===== config.mk =====
export PLATFORM = sky130hd
export DESIGN_NAME = vehicle_sensor_conditioner
export DESIGN_NICKNAME = d
export VERILOG_FILES = /design/src/rtl/traffic_pkg.sv /design/src/rtl/sensor_channel.sv /design/src/rtl/vehicle_sensor_conditioner.sv
export SDC_FILE = /design/constraint.sdc
export NUM_CORES = 1
export LEC_CHECK = 0
export CELL_PAD_IN_SITES_DETAIL_PLACEMENT = 1
export CELL_PAD_IN_SITES_GLOBAL_PLACEMENT = 1
export CORE_AREA = 2 2 137 139
export CTS_BUF_LIST = sky130_fd_sc_hd__clkbuf_16
export CTS_CLUSTER_DIAMETER = 150
export DETAILED_ROUTE_END_ITERATION = 6
export DIE_AREA = 0 0 139 141
export PLACE_DENSITY = 0.59
export REMOVE_ABC_BUFFERS = 1
export SYNTH_ARGS = -nofsm -noshare
export SYNTH_HDL_FRONTEND = slang
export SYNTH_SLANG_ARGS = --single-unit

===== constraint.sdc =====
create_clock -name clk -period 4.81 [get_ports clk]
set_input_delay 0.7215 -clock clk [delete_from_list [all_inputs] [get_ports clk]]
set_output_delay 0.7215 -clock clk [all_outputs]
set_load 0.005 [all_outputs]

===== src/rtl/traffic_pkg.sv =====
// Shared constants for the traffic light controller and its loop-detector front end.
package traffic_pkg;

    localparam int unsigned DIR_N   = 0;
    localparam int unsigned DIR_E   = 1;
    localparam int unsigned DIR_S   = 2;
    localparam int unsigned DIR_W   = 3;
    localparam int unsigned NUM_DIR = 4;

    localparam int unsigned TICK_HZ          = 1;
    localparam int unsigned DEB_LEN_DEF      = 3;
    localparam int unsigned STUCK_TICKS_DEF  = 120;

endpackage


===== src/rtl/sensor_channel.sv =====
// One inductive-loop channel: synchroniser, tick-paced debouncer, demand latch,
// saturating arrival counter and stuck-loop detector.
module sensor_channel
    import traffic_pkg::*;
#(
    parameter int unsigned DEB_LEN     = DEB_LEN_DEF,
    parameter int unsigned STUCK_TICKS = STUCK_TICKS_DEF,
    parameter int unsigned CNT_W       = 8
) (
    input  logic             clk,
    input  logic             rst,
    input  logic             tick,
    input  logic             loop_raw,
    input  logic             green,
    input  logic             clr_cnt,
    output logic             sensor,
    output logic             fault,
    output logic [CNT_W-1:0] veh_cnt
);

    localparam int unsigned DW = $clog2(DEB_LEN);
    localparam int unsigned SW = $clog2(STUCK_TICKS + 1);

    logic             sync1_q, sync2_q;
    logic             pres_q, pres_d;
    logic             pres_dly_q;
    logic [DW-1:0]    deb_cnt_q, deb_cnt_d;
    logic [CNT_W-1:0] cnt_q, cnt_d;
    logic [SW-1:0]    stk_q, stk_d;
    logic             demand_q, demand_d;
    logic             fault_q, fault_d;
    logic             sensor_q, sensor_d;
    logic             rise;

    always_comb begin
        pres_d    = pres_q;
        deb_cnt_d = deb_cnt_q;
        if (tick) begin
            if (sync2_q == pres_q) begin
                deb_cnt_d = '0;
            end else if (deb_cnt_q == DW'(DEB_LEN - 1)) begin
                pres_d    = sync2_q;
                deb_cnt_d = '0;
            end else begin
                deb_cnt_d = deb_cnt_q + 1'b1;
            end
        end

        rise  = pres_q & ~pres_dly_q;
        cnt_d = cnt_q;
        if (clr_cnt) begin
            cnt_d = '0;
        end else if (rise && cnt_q != '1) begin
            cnt_d = cnt_q + 1'b1;
        end

        stk_d = stk_q;
        if (!pres_q) begin
            stk_d = '0;
        end else if (tick && stk_q != SW'(STUCK_TICKS)) begin
            stk_d = stk_q + 1'b1;
        end

        // Presence wins over green so a queued vehicle keeps its demand.
        demand_d = pres_q | (demand_q & ~green);
        fault_d  = pres_q & (stk_q == SW'(STUCK_TICKS));
        sensor_d = demand_d | fault_d;
    end

    always_ff @(posedge clk or posedge rst) begin
        if (rst) begin
            sync1_q    <= 1'b0;
            sync2_q    <= 1'b0;
            pres_q     <= 1'b0;
            pres_dly_q <= 1'b0;
            deb_cnt_q  <= '0;
            cnt_q      <= '0;
            stk_q      <= '0;
            demand_q   <= 1'b0;
            fault_q    <= 1'b0;
            sensor_q   <= 1'b0;
        end else begin
            sync1_q    <= loop_raw;
            sync2_q    <= sync1_q;
            pres_q     <= pres_d;
            pres_dly_q <= pres_q;
            deb_cnt_q  <= deb_cnt_d;
            cnt_q      <= cnt_d;
            stk_q      <= stk_d;
            demand_q   <= demand_d;
            fault_q    <= fault_d;
            sensor_q   <= sensor_d;
        end
    end

    assign sensor  = sensor_q;
    assign fault   = fault_q;
    assign veh_cnt = cnt_q;

endmodule


===== src/rtl/vehicle_sensor_conditioner.sv =====
// Four identical loop-detector channels feeding the intersection controller's
// sensor inputs; this level only fans buses out and back in.
module vehicle_sensor_conditioner
    import traffic_pkg::*;
#(
    parameter int unsigned DEB_LEN     = DEB_LEN_DEF,
    parameter int unsigned STUCK_TICKS = STUCK_TICKS_DEF,
    parameter int unsigned CNT_W       = 8
) (
    input  logic                       clk,
    input  logic                       rst,
    input  logic                       tick,
    input  logic [NUM_DIR-1:0]         loop_raw,
    input  logic [NUM_DIR-1:0]         green,
    input  logic                       clr_cnt,
    output logic                       sensor_north,
    output logic                       sensor_east,
    output logic                       sensor_south,
    output logic                       sensor_west,
    output logic [NUM_DIR-1:0]         fault,
    output logic [NUM_DIR*CNT_W-1:0]   veh_cnt
);

    logic [NUM_DIR-1:0] sensor_vec;

    for (genvar i = 0; i < NUM_DIR; i++) begin : g_chan
        sensor_channel #(
            .DEB_LEN     (DEB_LEN),
            .STUCK_TICKS (STUCK_TICKS),
            .CNT_W       (CNT_W)
        ) u_chan (
            .clk      (clk),
            .rst      (rst),
            .tick     (tick),
            .loop_raw (loop_raw[i]),
            .green    (green[i]),
            .clr_cnt  (clr_cnt),
            .sensor   (sensor_vec[i]),
            .fault    (fault[i]),
            .veh_cnt  (veh_cnt[i*CNT_W +: CNT_W])
        );
    end

    assign sensor_north = sensor_vec[DIR_N];
    assign sensor_east  = sensor_vec[DIR_E];
    assign sensor_south = sensor_vec[DIR_S];
    assign sensor_west  = sensor_vec[DIR_W];

endmodule


# Word level (Yosys, flattened, before mapping)
# Index checks and enable logic that the tools add are counted.
# totals
reg_bits	96
in_bits	12
output_inout_bits	40
wordCells	148
# op_classes
addsub	12
eq_ne	24
mux	24
bitwise	32
reduce_logical	16
# op_table
cell	n
two-way mux 8 bit	8
two-way mux 7 bit	8
adder 8 x 1 -> 8 bit, second input constant	4
inequality test 8 bit, second input constant	4
adder 7 x 1 -> 7 bit, second input constant	4
equality test 7 bit, second input constant	4
inequality test 7 bit, second input constant	4
two-way mux 2 bit	8
AND 1 bit	12
NOT 1 bit	12
AND reduction 3 bit	4
adder 2 x 1 -> 2 bit, second input constant	4
equality test 2 bit, second input constant	4
logical AND 1 bit	8
inequality test 2 bit, second input constant	4
OR 1 bit	8
nonzero test 2 bit	4
equality test 1 bit	4

# Depth between registers and ports, before layout
# Gate-level depths: netlist of the first run.
# logic_depth
ltp_word	5
ltp_mapped	6
mapped_depth_nobuf	6

# By module
# A second synthesis of the first run with hierarchy kept.
# unflattened
cells_unflattened	400
hier_area_um2	4219.0
# by_module_without_submodules
module	instances	cells_each	area_each_um2	seq_area_each_um2
sensor_channel	4	100	1054.8	575.6

# Least setup slack after synthesis of the first run
# OpenSTA, ideal clock, no wires.
# synth_path
kind	input to register
from	input port tick
to	register g_chan[2].u_chan.deb_cnt_q[0]
setup_time_ns	0.125
arrival_ns	1.856
required_time_ns	4.685
slack_ns	2.829
stages	4
n_path_buf	3
path_cell_list	clkbuf_1 > clkbuf_1 > buf_1 > mux2_2
# synth_rtl
item	line	rtl
from (decl)	vehicle_sensor_conditioner.sv:12	input logic tick,
to (signal assigned)	sensor_channel.sv:87	deb_cnt_q <= deb_cnt_d;
to (decl)	sensor_channel.sv:27	logic [DW-1:0] deb_cnt_q, deb_cnt_d;
# No word-level cell between the ends.

# Final worst setup path of the first run
# layout_path
from	register g_chan[0].u_chan.cnt_q[3]
to	output port veh_cnt[3]
# layout_rtl
item	line	rtl
from (decl)	sensor_channel.sv:28	logic [CNT_W-1:0] cnt_q, cnt_d;
from (signal assigned)	sensor_channel.sv:88	cnt_q <= cnt_d;
to (decl)	vehicle_sensor_conditioner.sv:21	output logic [NUM_DIR*CNT_W-1:0] veh_cnt
# No word-level cell between the ends.

==> out/qor.csv, run 1 <==
stage;metric;value;unit
status;status;complete, no violations;
yosys;ys_seq_area_share;54.3;%
timing;setup-tns-final;0;ns
grt;first_global_vias;3377;
grt;grt_max_degree;68;
pwr;total_power;2.25;mW
pwr;p_int;1.56;mW
timing;setup_slack;2.72;ns
pwr;switching_power;690;uW
detailed_routing;drc;0;
detailed_routing;vias_per_cell;4.54;
cts;cts_hold_buffers;0;
placement;place.port_buffers;51;
setup_path;cp_top_family;buffers and inverters;
detailed_routing;drtAntennaViolNets;0;
grt;grt_pass1_wl;16000;um
floorplan;chipWidth;139;um
timing;clock_skew;0.00933;ns
cts;clock_sinks;96;
min_path;min_path_type;flip-flop to flip-flop;
pwr;p_sw_share;30.7;%
timing;max_freq;478;MHz
setup_path;start_kind;flip-flop;
layout;syn_to_final_growth;23.0;%
detailed_routing;routed_wl;9400;um
yosys;yosysTopAreaCellShare;54.3;%
layout;antennaDiodeCount;0;
layout;stdcell_count;702;
yosys;yosys_warnings;0;
pwr;ir_drop;0.188;mV
yosys;synth_flop_cell;dfrtp_1;
cts;cts_max_path_buffers;2;
pwr;comb_power_share;21.3;%
setup_path;cp_max_fo;8;
floorplan;die_area;0.0196;mm^2
cts;clkLatencyLatePin;0.35;ns
placement;placed_cells;686;
detailed_routing;dr.first_iter.drc_count;80;
floorplan;core;0.0183;mm^2
pwr;total_leakage_power;2.25;nW
setup_path;max_stage_delay;0.55;ns
yosys;netlist_area;0.00442;mm^2
floorplan;rows;50;
timing;final_hold_viol_count;0;
floorplan;start_util;24.2;%
placement;hpwl;6580;um
placement;gp_congestion;0.765;
floorplan;fp.dieH;141;um
cts;post_cts_buffers;0;
pwr;p_clk_share;29.1;%
yosys;ys_types;38;
setup_path;crit_required;4.09;ns
timing;slew_headroom;44.5;%
yosys;async_reset_ff_share;100;%
layout;final_nets;487;
grt;overflow;0;
cts;cts.repair.resized;0;
cts;cts_root_buf;clkbuf_16;
job;cap_violations;0;
cts;clk_pin_slew;0.07;ns
yosys;synth_edf_count;0;
grt;antenna_found_initial;0;
cts;cts-buffers-inserted;9;
setup_path;crit_chain;clkdlybuf4s50_1;
yosys;ys_ff_latch;96;
yosys;synth_commonest_cells;dfrtp_1, nor2_1, nand2_1;
yosys;syn-instance-count;413;
cts;htreeDepth;3;
detailed_routing;detailroute.via_count;3187;
setup_path;crit_type;flip-flop to output port;
layout;final_core_util;29.8;%
timing;rsz0062_at_grt;false;
setup_path;critPathSlowestCell;clkdlybuf4s50_1;
layout;layout-drive-gt1-share;5.77;%
yosys;synth.area.top_cells;dfrtp_1, ha_1, xnor2_1;
placement;dp_slack;2.43;ns
pwr;power_density;413;mW/mm^2
cts;cts_tree;built;
setup_path;crit_buf_inv;1;
floorplan;ios;52;
detailed_routing;drt_pass1_iterations;4;
setup_path;endpoint_kind;output port;
pwr;seqPwrFrac;49.6;%
grt;grt_use_total;10.2;%
yosys;yosysMostFrequentCell;dfrtp_1;
timing;slew_viol_final;0;
yosys;avgSynthCellArea;10.7;um^2
timing;finalCriticalPeriod;2.09;ns
timing;worst_pin_slew;0.833;ns
setup_path;arrival;1.37;ns
detailed_routing;wire_per_inst;13.4;um
yosys;synth.largest_area_cell;dfrtp_1;
timing;setup_viol;0;
timing;finalCritPeriodShare;43.5;%
==> metal layers <==
layer,global-route usage [%],share of wire [%],vias up
li1,-,-,1542
met1,11.9,46,1588
met2,17.3,47,43
met3,2.62,4.5,14
met4,5.16,2.2,0
met5,0,0,-
==> kinds of logic after synthesis <==
group                    Yosys count  share of synthesized area (%)
AND/OR/NAND/NOR                  147                           17.6
XOR/XNOR                          31                           6.14
AO/OA/AOI/OAI                     73                           10.7
adder cells (fa/ha/maj)           12                           3.39
buffers and inverters             36                           3.56
flip-flops                        96                           54.3
multiplexers                      18                           4.27
==> power by group through the flow <==
| stage | Combinational [mW] | Sequential [mW] | Clock (mW) |
|---|---|---|---|
| after global placement | 0.469 | 1.13 | 0 |
| after global routing | 0.546 | 1.15 | 0.718 |
| final | 0.478 | 1.11 | 0.654 |
| after floorplan | 0.310 | 1.09 | 0 |
| after CTS | 0.493 | 1.12 | 0.684 |
| after detailed placement | 0.490 | 1.14 | 0 |
==> layout make-up <==
class	count	area [um^2]
fill	2056	12800
sequential	96	2400
multi-input combinational	281	1860
timing repair buffer	54	533
tap	234	293
clock buffer	9	225
inverter	21	81.3
clock inverter	7	41.3
==> worst paths after layout <==
| kind | start | end | slack (ns) | cells after the start |
|---|---|---|---|---|
| max in group asynchronous | rst | g_chan[0].u_chan.pres_q | 2.98 | 3 |
| hold / removal | g_chan[3].u_chan.sync1_q | g_chan[3].u_chan.sync2_q | 0.35 | 0 |
| hold reg to reg | g_chan[3].u_chan.sync1_q | g_chan[3].u_chan.sync2_q | 0.35 | 0 |
| setup reg to reg | g_chan[2].u_chan.pres_q | g_chan[2].u_chan.veh_cnt[5] | 2.88 | 4 |
| setup / recovery | g_chan[0].u_chan.veh_cnt[3] | veh_cnt[3] | 2.72 | 1 |
| min in group asynchronous | rst | g_chan[1].u_chan.sync1_q | 0.87 | 2 |
==> layout by cell type, fill, tap and decap left out, types with 4 or more instances in the layout <==
cell type        instances
xnor2_1                 17
a21boi_0                 8
nand3_1                 16
inv_1                   21
nor2_1                  28
clkinvlp_4               4
clkdlybuf4s50_1         51
dfrtp_1                 96
nand2_1                 22
o21ai_0                 21
o211ai_1                 7
o31ai_1                  8
and3_1                   8
clkbuf_16                9
or4_1                    5
nor3_1                   9
a21oi_1                 13
or3_1                   16
nand4_1                 16
nor2b_1                  6
and2_1                  13
ha_1                    12
a21o_1                   6
mux2i_1                 11
mux2_2                   7
xor2_1                  14
==> metrics by stage <==
| step | cell area [um^2] | hold slack [ns] |
|---|---|---|
| 4_1_cts | 5440 | 0.351 |
| 3_5_place_dp | 5170 | 0.336 |
| 3_3_place_gp | 5170 | 0.332 |
| 5_1_grt | 5440 | 0.362 |
| 6_report | 5440 | 0.347 |
| 2_1_floorplan | 4350 | 0.331 |
==> sequential cells by signal, indices dropped and copies added, names as in the netlist <==
name and cells:
g_chan.u_chan.deb_cnt_q 8, g_chan.u_chan.demand_q 4, g_chan.u_chan.stk_q 28, g_chan.u_chan.sensor 4
g_chan.u_chan.veh_cnt 32, g_chan.u_chan.sync1_q 4, g_chan.u_chan.sync2_q 4, g_chan.u_chan.pres_dly_q 4
g_chan.u_chan.fault 4, g_chan.u_chan.pres_q 4
Power figures use the tool's default switching activity.
==> run 2, diff against run 1 <==
--- a/config.mk
+++ b/config.mk
@@ -12,7 +12,7 @@
 export CTS_CLUSTER_DIAMETER = 150
 export DETAILED_ROUTE_END_ITERATION = 6
 export DIE_AREA = 0 0 139 141
-export PLACE_DENSITY = 0.59
+export PLACE_DENSITY = 0.61
 export REMOVE_ABC_BUFFERS = 1
 export SYNTH_ARGS = -nofsm -noshare
 export SYNTH_HDL_FRONTEND = slang
==> constraint.sdc (replaced) <==
create_clock -name clk -period 1.8 [get_ports clk]
set_input_delay 0.27 -clock clk [delete_from_list [all_inputs] [get_ports clk]]
set_output_delay 0.27 -clock clk [all_outputs]
set_load 0.005 [all_outputs]
==> run 2 against run 1 <==
Net effect: sequential power increased to 2.6 times the previous value; first-iteration DRC count is 66% higher; utilization up 0.74 points; combinational power increased to 3.3 times the previous value; critical endpoint is now g_chan[1].u_chan.veh_cnt[5]; global-route usage increased by 0.59 points; highest routed layer unchanged; worst setup slack lost 2.6 ns; via count rose by 3.0%.
==> out/qor.csv, run 2 (synthesized netlist as in run 1, its figures left out) <==
stage;metric;value;unit;change
status;status;complete, no violations;;
detailed_routing;drt_pass1_iterations;4;;unchanged
setup_path;critPathSlowestCell;dfrtp_2;;
timing;finalCriticalPeriod;1.69;ns;
setup_path;start_kind;flip-flop;;
cts;cts_hold_buffers;0;;unchanged
floorplan;start_util;24.2;%;unchanged
layout;stdcell_count;713;;+1.6%
cts;clk_pin_slew;0.07;ns;about the same
layout;final_cell_mix;dfrtp_1, clkdlybuf4s50_1, nor2_1;;
cts;clkLatencyLatePin;0.35;ns;about the same
setup_path;endpoint_kind;flip-flop;;
cts;cts-buffers-inserted;9;;unchanged
setup_path;max_stage_delay;0.44;ns;-0.11 ns
cts;post_cts_buffers;0;;unchanged
setup_path;rr_worst_depth;5;;+1
timing;final_hold_viol_count;0;;unchanged
min_path;min_path_type;input port to asynchronous set/reset pin;;
layout;layout-drive-gt1-share;8.35;%;+2.6 points
cts;htreeDepth;3;;unchanged
floorplan;fp.dieH;141;um;unchanged
setup_path;ff2ff_setup_slack;0.11;ns;-2.77 ns
grt;antenna_found_initial;0;;unchanged
setup_path;crit_type;flip-flop to flip-flop;;
job;cap_violations;0;;unchanged
grt;grt_use_total;10.8;%;+0.59 points
placement;placed_cell_area;0.00531;mm^2;+2.6%
timing;max_freq;591;MHz;
timing;slew_viol_final;0;;unchanged
detailed_routing;wire_per_inst;13.9;um;+3.7%
layout;antennaDiodeCount;0;;unchanged
detailed_routing;dr.first_iter.drc_count;133;;+66%
grt;grt_max_degree;46;;-32%
placement;placed_cells;697;;+1.6%
floorplan;chipWidth;139;um;unchanged
pwr;ir_drop;0.482;mV;+160%
cts;clock_sinks;96;;unchanged
placement;gp_congestion;0.753;;-1.7%
detailed_routing;vias_per_cell;4.61;;+1.5%
layout;final_area;0.00558;mm^2;+2.5%
layout;final_common_cell;dfrtp_1;;
cts;cts_max_path_buffers;2;;unchanged
grt;first_global_vias;3542;;+4.9%
layout;syn_to_final_growth;26.0;%;
setup_path;arrival;1.96;ns;+0.59 ns
grt;overflow;0;;unchanged
timing;worst_pin_slew;0.538;ns;-0.295 ns
setup_path;crit_path_end;g_chan[1].u_chan.veh_cnt[5];;
placement;place.port_buffers;51;;unchanged
setup_path;cp_max_fo;5;;-3
layout;final_nets;498;;+2.3%
cts;cts_root_buf;clkbuf_16;;
timing;slew_headroom;63.2;%;+19 points
timing;rsz0062_at_grt;false;;
setup_path;crit_start;g_chan[1].u_chan.veh_cnt[0];;
cts;cts_tree;built;;
setup_path;crit_chain;ha_2 > nand3_1 > o211ai_1 > or3_1 > a21oi_1;;
floorplan;ios;52;;unchanged
timing;setup_viol;0;;unchanged
setup_path;crit_required;2.07;ns;-2.02 ns
pwr;total_power;6.19;mW;+180%
detailed_routing;routed_wl;9910;um;+5.4%
grt;grt_pass1_wl;17000;um;+5.9%
detailed_routing;drc;0;;unchanged
detailed_routing;detailroute.via_count;3284;;+3.0%
floorplan;core;0.0183;mm^2;unchanged
placement;hpwl;6910;um;+5.0%
timing;hold_slack;0.258;ns;-0.0888 ns
pwr;power_density;1110;mW/mm^2;+170%
setup_path;worst_r2r_endpoint;g_chan[1].u_chan.veh_cnt[5];;
setup_path;regToRegStartpoint;g_chan[1].u_chan.veh_cnt[0];;
floorplan;rows;50;;unchanged
floorplan;die_area;0.0196;mm^2;unchanged
pwr;total_leakage_power;2.33;nW;+3.4%
timing;clock_skew;0.00453;ns;-0.00481 ns
detailed_routing;drtAntennaViolNets;0;;unchanged
layout;largest_reg_flops;32;;unchanged
timing;finalCritPeriodShare;94.1;%;
run 2: cell count changes in the layout (fill, tap and decap cells not counted):
cell        previous run  this run
dfrtp_2                0         1
inv_6                  0         1
ha_2                   0         1
clkinv_2               0         1
dfrtp_1               96        95
clkinvlp_4             4         2
buf_4                  3        10
buf_12                 0         4
ha_1                  12        11
run 2: power breakdown:
part	total [mW]	switching, mW	internal [mW]
Clock	1.77	0.844	0.925
Combinational	1.56	0.758	0.798
Sequential	2.86	0.311	2.55
Total	6.19	1.91	4.27
run 2: worst max-delay path: cells and delay by family, from the launching register on:
kind            cells  cell delay, ns
flops               1            0.44
compound gates      2            0.40
simple gates        2            0.55
fa+ha+maj           1            0.22
run 2: repair_timing:
action                     CTS  global route
hold endpoints to repair     0             0
setup endpoints to repair    0             4
resized for setup            0             2
run 2: worst min-delay path by stage:
stage                                   startpoint                  endpoint  slack (ns)  cells after the start
after floorplan                        loop_raw[0]  g_chan[0].u_chan.sync1_q        0.30                      0
after global placement    g_chan[1].u_chan.sync1_q  g_chan[1].u_chan.sync2_q        0.34                      0
after detailed placement  g_chan[1].u_chan.sync1_q  g_chan[1].u_chan.sync2_q        0.34                      0
after CTS                                      rst  g_chan[3].u_chan.sync1_q        0.27                      2
after global routing                           rst  g_chan[3].u_chan.sync1_q        0.29                      2
final                                          rst  g_chan[3].u_chan.sync1_q        0.26                      2
run 2: per-layer routing:
layer  GRT usage (%)  share of wire (%)  vias up
li1                -                  -     1565
met3            2.51                3.8        9
met2            18.5                 50       41
met5               0                  0        -
met1            12.7                 44     1669
met4            5.05                1.7        0
run 2: final cells by class:
cell class / count / area, um^2
fillers: 2061 / 12700
flip-flops and latches: 96 / 2400
multi-input cells: 281 / 1870
repair buffers: 65 / 666
well taps: 234 / 293
clock buffers: 9 / 225
inverters: 21 / 81.3
clock inverters: 7 / 40.0
run 2: stage by stage:
step / utilization, % / setup TNS (ns) / worst slack, ns
2_1_floorplan: - / -93.64 / -0.975
3_3_place_gp: 29.0 / 0 / 0.0897
3_5_place_dp: 29.0 / -0.0264 / -0.0183
4_1_cts: 30.5 / 0 / 0.0735
5_1_grt: 30.5 / 0 / 0.00270
6_report: 30.5 / 0 / 0.107
==> run 3, diff against run 2 <==
--- a/config.mk
+++ b/config.mk
@@ -5,14 +5,15 @@
 export SDC_FILE = /design/constraint.sdc
 export NUM_CORES = 1
 export LEC_CHECK = 0
+export ABC_AREA = 1
 export CELL_PAD_IN_SITES_DETAIL_PLACEMENT = 1
 export CELL_PAD_IN_SITES_GLOBAL_PLACEMENT = 1
-export CORE_AREA = 2 2 137 139
+export CORE_AREA = 2 2 146 148
 export CTS_BUF_LIST = sky130_fd_sc_hd__clkbuf_16
 export CTS_CLUSTER_DIAMETER = 150
 export DETAILED_ROUTE_END_ITERATION = 6
-export DIE_AREA = 0 0 139 141
-export PLACE_DENSITY = 0.61
+export DIE_AREA = 0 0 148 150
+export PLACE_DENSITY = 0.63
 export REMOVE_ABC_BUFFERS = 1
 export SYNTH_ARGS = -nofsm -noshare
 export SYNTH_HDL_FRONTEND = slang
==> run 3 against run 2 <==
Net effect: critical endpoint is now veh_cnt[21]; largest cell class unchanged; largest power group unchanged; synthesized cell count increased by 54%; clock power up 17%; first-iteration DRC count shrank 4.5%; clock skew rose by 0.0047 ns; fmax rose by 2.4%; worst hold slack lost 0.014 ns; final cell count increased by 37%.
==> out/qor.csv, run 3 <==
stage;metric;value;unit;change
grt;antenna_found_initial;0;;unchanged
timing;finalCriticalPeriod;1.65;ns;-0.0401 ns
yosys;ys_types;29;;-24%
status;status;complete, no violations;;
setup_path;arrival;1.38;ns;-0.58 ns
setup_path;crit_type;flip-flop to output port;;
timing;slew_viol_final;0;;unchanged
pwr;total_leakage_power;2.90;nW;+24%
timing;max_freq;605;MHz;+2.4%
yosys;synth-simple-area-share;33.8;%;+16 points
yosys;async_reset_ff_share;100;%;unchanged
floorplan;die_area;0.0222;mm^2;+13%
setup_path;max_stage_delay;0.56;ns;+0.12 ns
grt;overflow;0;;unchanged
pwr;power_density;1030;mW/mm^2;-7.4%
floorplan;start_util;24.5;%;+0.30 points
timing;setup-tns-final;0;ns;unchanged
cts;htreeDepth;3;;unchanged
placement;hpwl;9200;um;+33%
yosys;yosys_warnings;0;;unchanged
cts;cts.repair.resized;0;;unchanged
setup_path;cp_max_fo;7;;+2
timing;worst_pin_slew;0.412;ns;-0.126 ns
yosys;synthAdderAreaFrac;2.96;%;-0.43 points
floorplan;fp.dieH;150;um;+6.4%
setup_path;ff2ff_setup_slack;0.35;ns;+0.24 ns
layout;final_area;0.00628;mm^2;+13%
timing;rsz0062_at_grt;false;;
cts;cts_root_buf;clkbuf_16;;
timing;final_hold_viol_count;0;;unchanged
timing;setup_slack;0.147;ns;+0.0401 ns
placement;dp_slack;0.164;ns;+0.182 ns
timing;setup_viol;0;;unchanged
yosys;synth_top_family_by_area;simple AND/OR/NAND/NOR gates;;
detailed_routing;detailroute.via_count;4251;;+29%
grt;grt_pass1_wl;21500;um;+27%
floorplan;core;0.0207;mm^2;+13%
timing;slew_headroom;72.4;%;+9.2 points
cts;clkLatencyLatePin;0.35;ns;about the same
yosys;yosysTopAreaCellShare;47.3;%;-6.9 points
detailed_routing;vias_per_cell;4.36;;-5.4%
min_path;min_path_type;input port to asynchronous set/reset pin;;
setup_path;crit_chain;clkdlybuf4s50_1;;
detailed_routing;drtAntennaViolNets;0;;unchanged
grt;first_global_vias;4360;;+23%
timing;clock_skew;0.00920;ns;+0.00467 ns
cts;cts_max_path_buffers;2;;unchanged
yosys;synth_flop_cell;dfrtp_1;;
setup_path;crit_buf_inv;1;;+1
layout;layout-drive-gt1-share;12.3;%;+3.9 points
grt;grt_use_total;12.0;%;+1.2 points
setup_path;worst_r2r_endpoint;g_chan[3].u_chan.stk_q[4];;
layout;multi_input_area;0.00228;mm^2;+22%
layout;largest_reg_flops;32;;unchanged
cts;cts_hold_buffers;0;;unchanged
yosys;netlist_area;0.00507;mm^2;+15%
yosys;synth_compound_area_share;6.83;%;-3.9 points
cts;cts_tree;built;;
grt;grt_max_degree;25;;-46%
placement;placed_cells;961;;+38%
yosys;synth_commonest_cells;nand2_1, dfrtp_1, inv_1;;
setup_path;crit_required;1.53;ns;-0.54 ns
timing;finalCritPeriodShare;91.8;%;-2.2 points
yosys;yosysMostFrequentCell;nand2_1;;
layout;final_cell_mix;nand2_1, dfrtp_1, inv_1;;
yosys;yosys.area_share.xor_xnor;1.38;%;-4.8 points
setup_path;endpoint_kind;output port;;
yosys;synth_edf_count;0;;unchanged
layout;fillerInstances;2490;;+21%
detailed_routing;dr.first_iter.drc_count;127;;-4.5%
pwr;ir_drop;0.410;mV;-15%
placement;placed_cell_area;0.00597;mm^2;+12%
setup_path;cp_top_family;buffers and inverters;;
yosys;avgSynthCellArea;7.98;um^2;-26%
floorplan;rows;53;;+6.0%
detailed_routing;wire_per_inst;12.8;um;-8.2%
cts;post_cts_buffers;0;;unchanged
setup_path;start_kind;flip-flop;;
setup_path;critPathSlowestCell;clkdlybuf4s50_1;;
yosys;synthMuxAreaShare;0;%;-4.3 points
yosys;synth.area.top_cells;dfrtp_1, nand2_1, nand3_1;;
timing;hold_slack;0.244;ns;-0.0143 ns
cts;cts-buffers-inserted;9;;unchanged
placement;place.port_buffers;51;;unchanged
yosys;ys_ff_latch;96;;unchanged
floorplan;ios;52;;unchanged
layout;syn_to_final_growth;23.7;%;
placement;gp_congestion;0.750;;-0.35%
setup_path;rr_worst_depth;8;;+3
layout;stdcell_count;976;;+37%
yosys;ys_seq_area_share;47.3;%;-6.9 points
detailed_routing;routed_wl;12500;um;+26%
cts;clk_pin_slew;0.07;ns;about the same
layout;final_nets;721;;+45%
job;cap_violations;0;;unchanged
detailed_routing;drt_pass1_iterations;4;;unchanged
setup_path;regToRegStartpoint;g_chan[3].u_chan.stk_q[0];;
layout;final_common_cell;nand2_1;;
cts;clock_sinks;96;;unchanged
layout;regArea;0.00240;mm^2;about the same
yosys;synth.largest_area_cell;dfrtp_1;;
detailed_routing;drc;0;;unchanged
floorplan;chipWidth;148;um;+6.5%
yosys;syn-instance-count;636;;+54%
layout;antennaDiodeCount;0;;unchanged
## run 3: cell types whose count changed in the layout (fill, tap and decap cells not counted), moves of 13 or more
cell     change
nand2_1    +167
inv_1       +48
nand3_1     +52
and2_1      -13
xnor2_1     -17
nor2_4      +14
or3_1       -16
nor2_1      +15
## run 3: report_power, final
part | internal, mW | total [mW] | switching (mW)
registers | 2.51 | 2.80 | 0.287
clock network | 1.21 | 2.07 | 0.869
logic | 0.595 | 1.58 | 0.988
## run 3: worst register-to-register path, stage by stage, from the launching register on
cell	delay (ns)
dfrtp_1	0.42
inv_1	0.10
ha_1	0.17
nand3_1	0.12
nor2_2	0.17
nor2_4	0.09
nor2_4	0.18
nand2_1	0.07
nand2_1	0.07
## run 3: worst max path at each step
stage,startpoint,end,slack (ns),cells after the start
2_1_floorplan,rst,g_chan[0].u_chan.deb_cnt_q[0],-0.98,1
3_3_place_gp,tick,g_chan[3].u_chan.stk_q[4],0.15,7
3_5_place_dp,tick,g_chan[1].u_chan.stk_q[3],0.16,7
4_1_cts,g_chan[2].u_chan.veh_cnt[5],veh_cnt[21],0.14,1
5_1_grt,g_chan[2].u_chan.veh_cnt[5],veh_cnt[21],0.09,1
6_report,g_chan[2].u_chan.veh_cnt[5],veh_cnt[21],0.15,1
## run 3: through the flow
step,total power [mW],utilization (%)
finish,6.46,30.3
global route,6.90,30.3
CTS,6.58,30.3
detailed placement,4.46,28.8
global placement,4.43,28.8
floorplan,3.75,-
## run 3: cells by family after synthesis
group           Yosys count
simple gates            368
flops                    96
fa+ha+maj                12
compound gates           59
buf+inv                  93
xor+xnor                  8
## run 3: area by class of cell
cell class | count | share of cell area (%)
Tap cell | 275 | 5.48
Multi-Input combinational cell | 447 | 36.3
Clock buffer | 9 | 3.59
Timing Repair Buffer | 62 | 10.0
Clock inverter | 6 | 1.36
Sequential cell | 96 | 38.3
Inverter | 81 | 4.96
## run 3: per-layer routing
metal,up-vias,wire length (um),global-route usage (%)
li1,2148,-,-
met1,2039,6440,16.5
met2,51,5540,19.0
met3,13,282,1.98
met4,0,192,4.29
met5,-,0,0
==> patch (flow settings as in run 2) <==
Put a register stage on the output `fault`, without a reset. The value now appears one clock later. The other outputs are not delayed to match.
--- a/src/rtl/vehicle_sensor_conditioner.sv
+++ b/src/rtl/vehicle_sensor_conditioner.sv
@@ -23,2 +23,4 @@
 
+    logic [NUM_DIR-1:0] fault_c;
+
     logic [NUM_DIR-1:0] sensor_vec;
@@ -38,3 +40,3 @@
             .sensor   (sensor_vec[i]),
-            .fault    (fault[i]),
+            .fault    (fault_c[i]),
             .veh_cnt  (veh_cnt[i*CNT_W +: CNT_W])
@@ -48,2 +50,6 @@
 
+    always_ff @(posedge clk) begin
+        fault <= fault_c;
+    end
+
 endmodule
Formal check against the unedited RTL: same outputs for any inputs over 10 cycles, from zero or initial values and one cycle with rst high; that may be too few to reach the edited logic, so the function may still have changed.
==> patch against run 2 <==
Synthesized area rose by 2.0%. Sequential cell count up 4. Utilization is 0.58 points higher. Power up 1.3%. Register-to-register slack improved by 0.06 ns. Design area rose by 1.9%. Routed wire length decreased by 1.3%. Worst setup slack gained 0.034 ns. Critical path type is now register to primary output. Critical endpoint is now veh_cnt[7]. Highest routed layer unchanged.
==> patch: results <==
set metrics [dict create \
    cp_slowest_cell "clkdlybuf4s50_1" \
    cts.path.max_buffers 2 \
    critPathCapture "veh_cnt[7]" \
    antenna_found_initial 0 \
    vias 3299 \
    r2r_slack_ns 0.17 \
    pre_cts_slack_ns -0.03930 \
    worst-r2r-cell-count 4 \
    intPower_mw 4.385 \
    drive_gt1_frac 0.07407 \
    r2r-end "g_chan[1].u_chan.veh_cnt[7]" \
    r2r_start "g_chan[1].u_chan.veh_cnt[6]" \
    period_minus_slack_ns 1.659 \
    hpwl_microns 6796 \
    synth_warnings 0 \
    status "complete, no violations" \
    wl_per_cell_microns 13.58 \
    dp_cells 704 \
    grt_max_degree 38 \
    worst_pin_slew_ns 0.4631 \
    startpoint "g_chan[0].u_chan.veh_cnt[7]" \
    largest_register_ffs 32 \
    drt-pass1-iter-count 6 \
    drt_iter0_drc 166 \
    grt_pass1_vias 3505 \
    syn_area_per_cell_sq_um 10.77 \
    clk_latency_ns 0.35 \
    critical_path_arrival_ns 1.39 \
    slowest_delay_ns 0.56 \
    avgViaCountPerCell 4.582 \
    gr-usage-all-layers 0.1072 \
    skew_ns 0.01162 \
    fin_hold_ws_ns 0.2509 \
    critical-path-top-delay-family "buffers and inverters" \
    gp_congestion 0.7178 \
    netlist_top_cells_count "dfrtp_1 (96), nor2_1 (30), nand2_1 (23)" \
    cp_max_fo 8 \
    grt_pass1_wl_microns 17020 \
    peakVddDrop_mv 0.5123 \
    final_nets 505 \
    post_dp_cell_area_sq_mm 0.005405 \
    synthTopCellsByArea "dfrtp_1 (53%), xnor2_1 (3.7%), ha_1 (3.3%), mux2i_1 (2.7%), and2_1 (2.6%)" \
    power_leakage_nw 2.407 \
    ys_seq_area_frac 0.5502 \
    synthArstFlopShare 0.9600 \
    ys_types 41 \
]
## patch: cell count changes after synthesis, moves of 3 or more
cell,delta
dfxtp_1,+4
or4_1,-5
a21oi_1,-5
buf_2,+3
and2_1,+6
buf_4,-4
a21boi_0,+3
a2111oi_0,-3
clkbuf_1,-3
o31ai_1,-3
## patch: metal layers
metal / vias to the layer above / routed length [microns] / GRT usage
li1: 1591 / - / -
met1: 1661 / 4535 / 0.1297
met2: 40 / 4792 / 0.1833
met3: 7 / 320 / 0.02819
met4: 0 / 127 / 0.04147
met5: - / 0 / 0
## patch: cell families after synthesis
logic type | synth area share
simple gates | 0.1894
flops | 0.5502
compound gates | 0.09513
xor+xnor | 0.06212
buf+inv | 0.02579
mux | 0.04410
fa+ha+maj | 0.03328
## patch: area by class of cell
type	instances	area, sq um
clock inverters	7	50.05
inverters	19	73.82
well taps	234	292.8
clock buffers	9	225.2
flip-flops and latches	100	2482
multi-input cells	289	1913
fillers	2046	12590
repair buffers	62	643.1
## patch: through the flow
step | setup TNS (ns) | total power, mW
floorplan | -93.64 | 3.828
global placement | 0 | 4.437
detailed placement | -0.03930 | 4.538
CTS | 0 | 6.435
global route | 0 | 6.741
finish | 0 | 6.267
## patch: power by group through the flow
stage	combinational, mW	sequential (mW)	clock [mW]
after global routing	1.68	3.04	2.03
after global placement	1.45	2.98	0
after detailed placement	1.52	3.02	0
final	1.48	2.97	1.82
after CTS	1.53	2.98	1.92
after floorplan	0.806	3.02	0
## patch: how the worst min path moves through the flow
stage | end | cells past startpoint
final | g_chan[2].u_chan.sync1_q | 2
after global placement | fault[2] | 0
after detailed placement | fault[1] | 0
after CTS | g_chan[2].u_chan.sync1_q | 2
after floorplan | g_chan[0].u_chan.sync1_q | 0
after global routing | g_chan[1].u_chan.sync1_q | 2
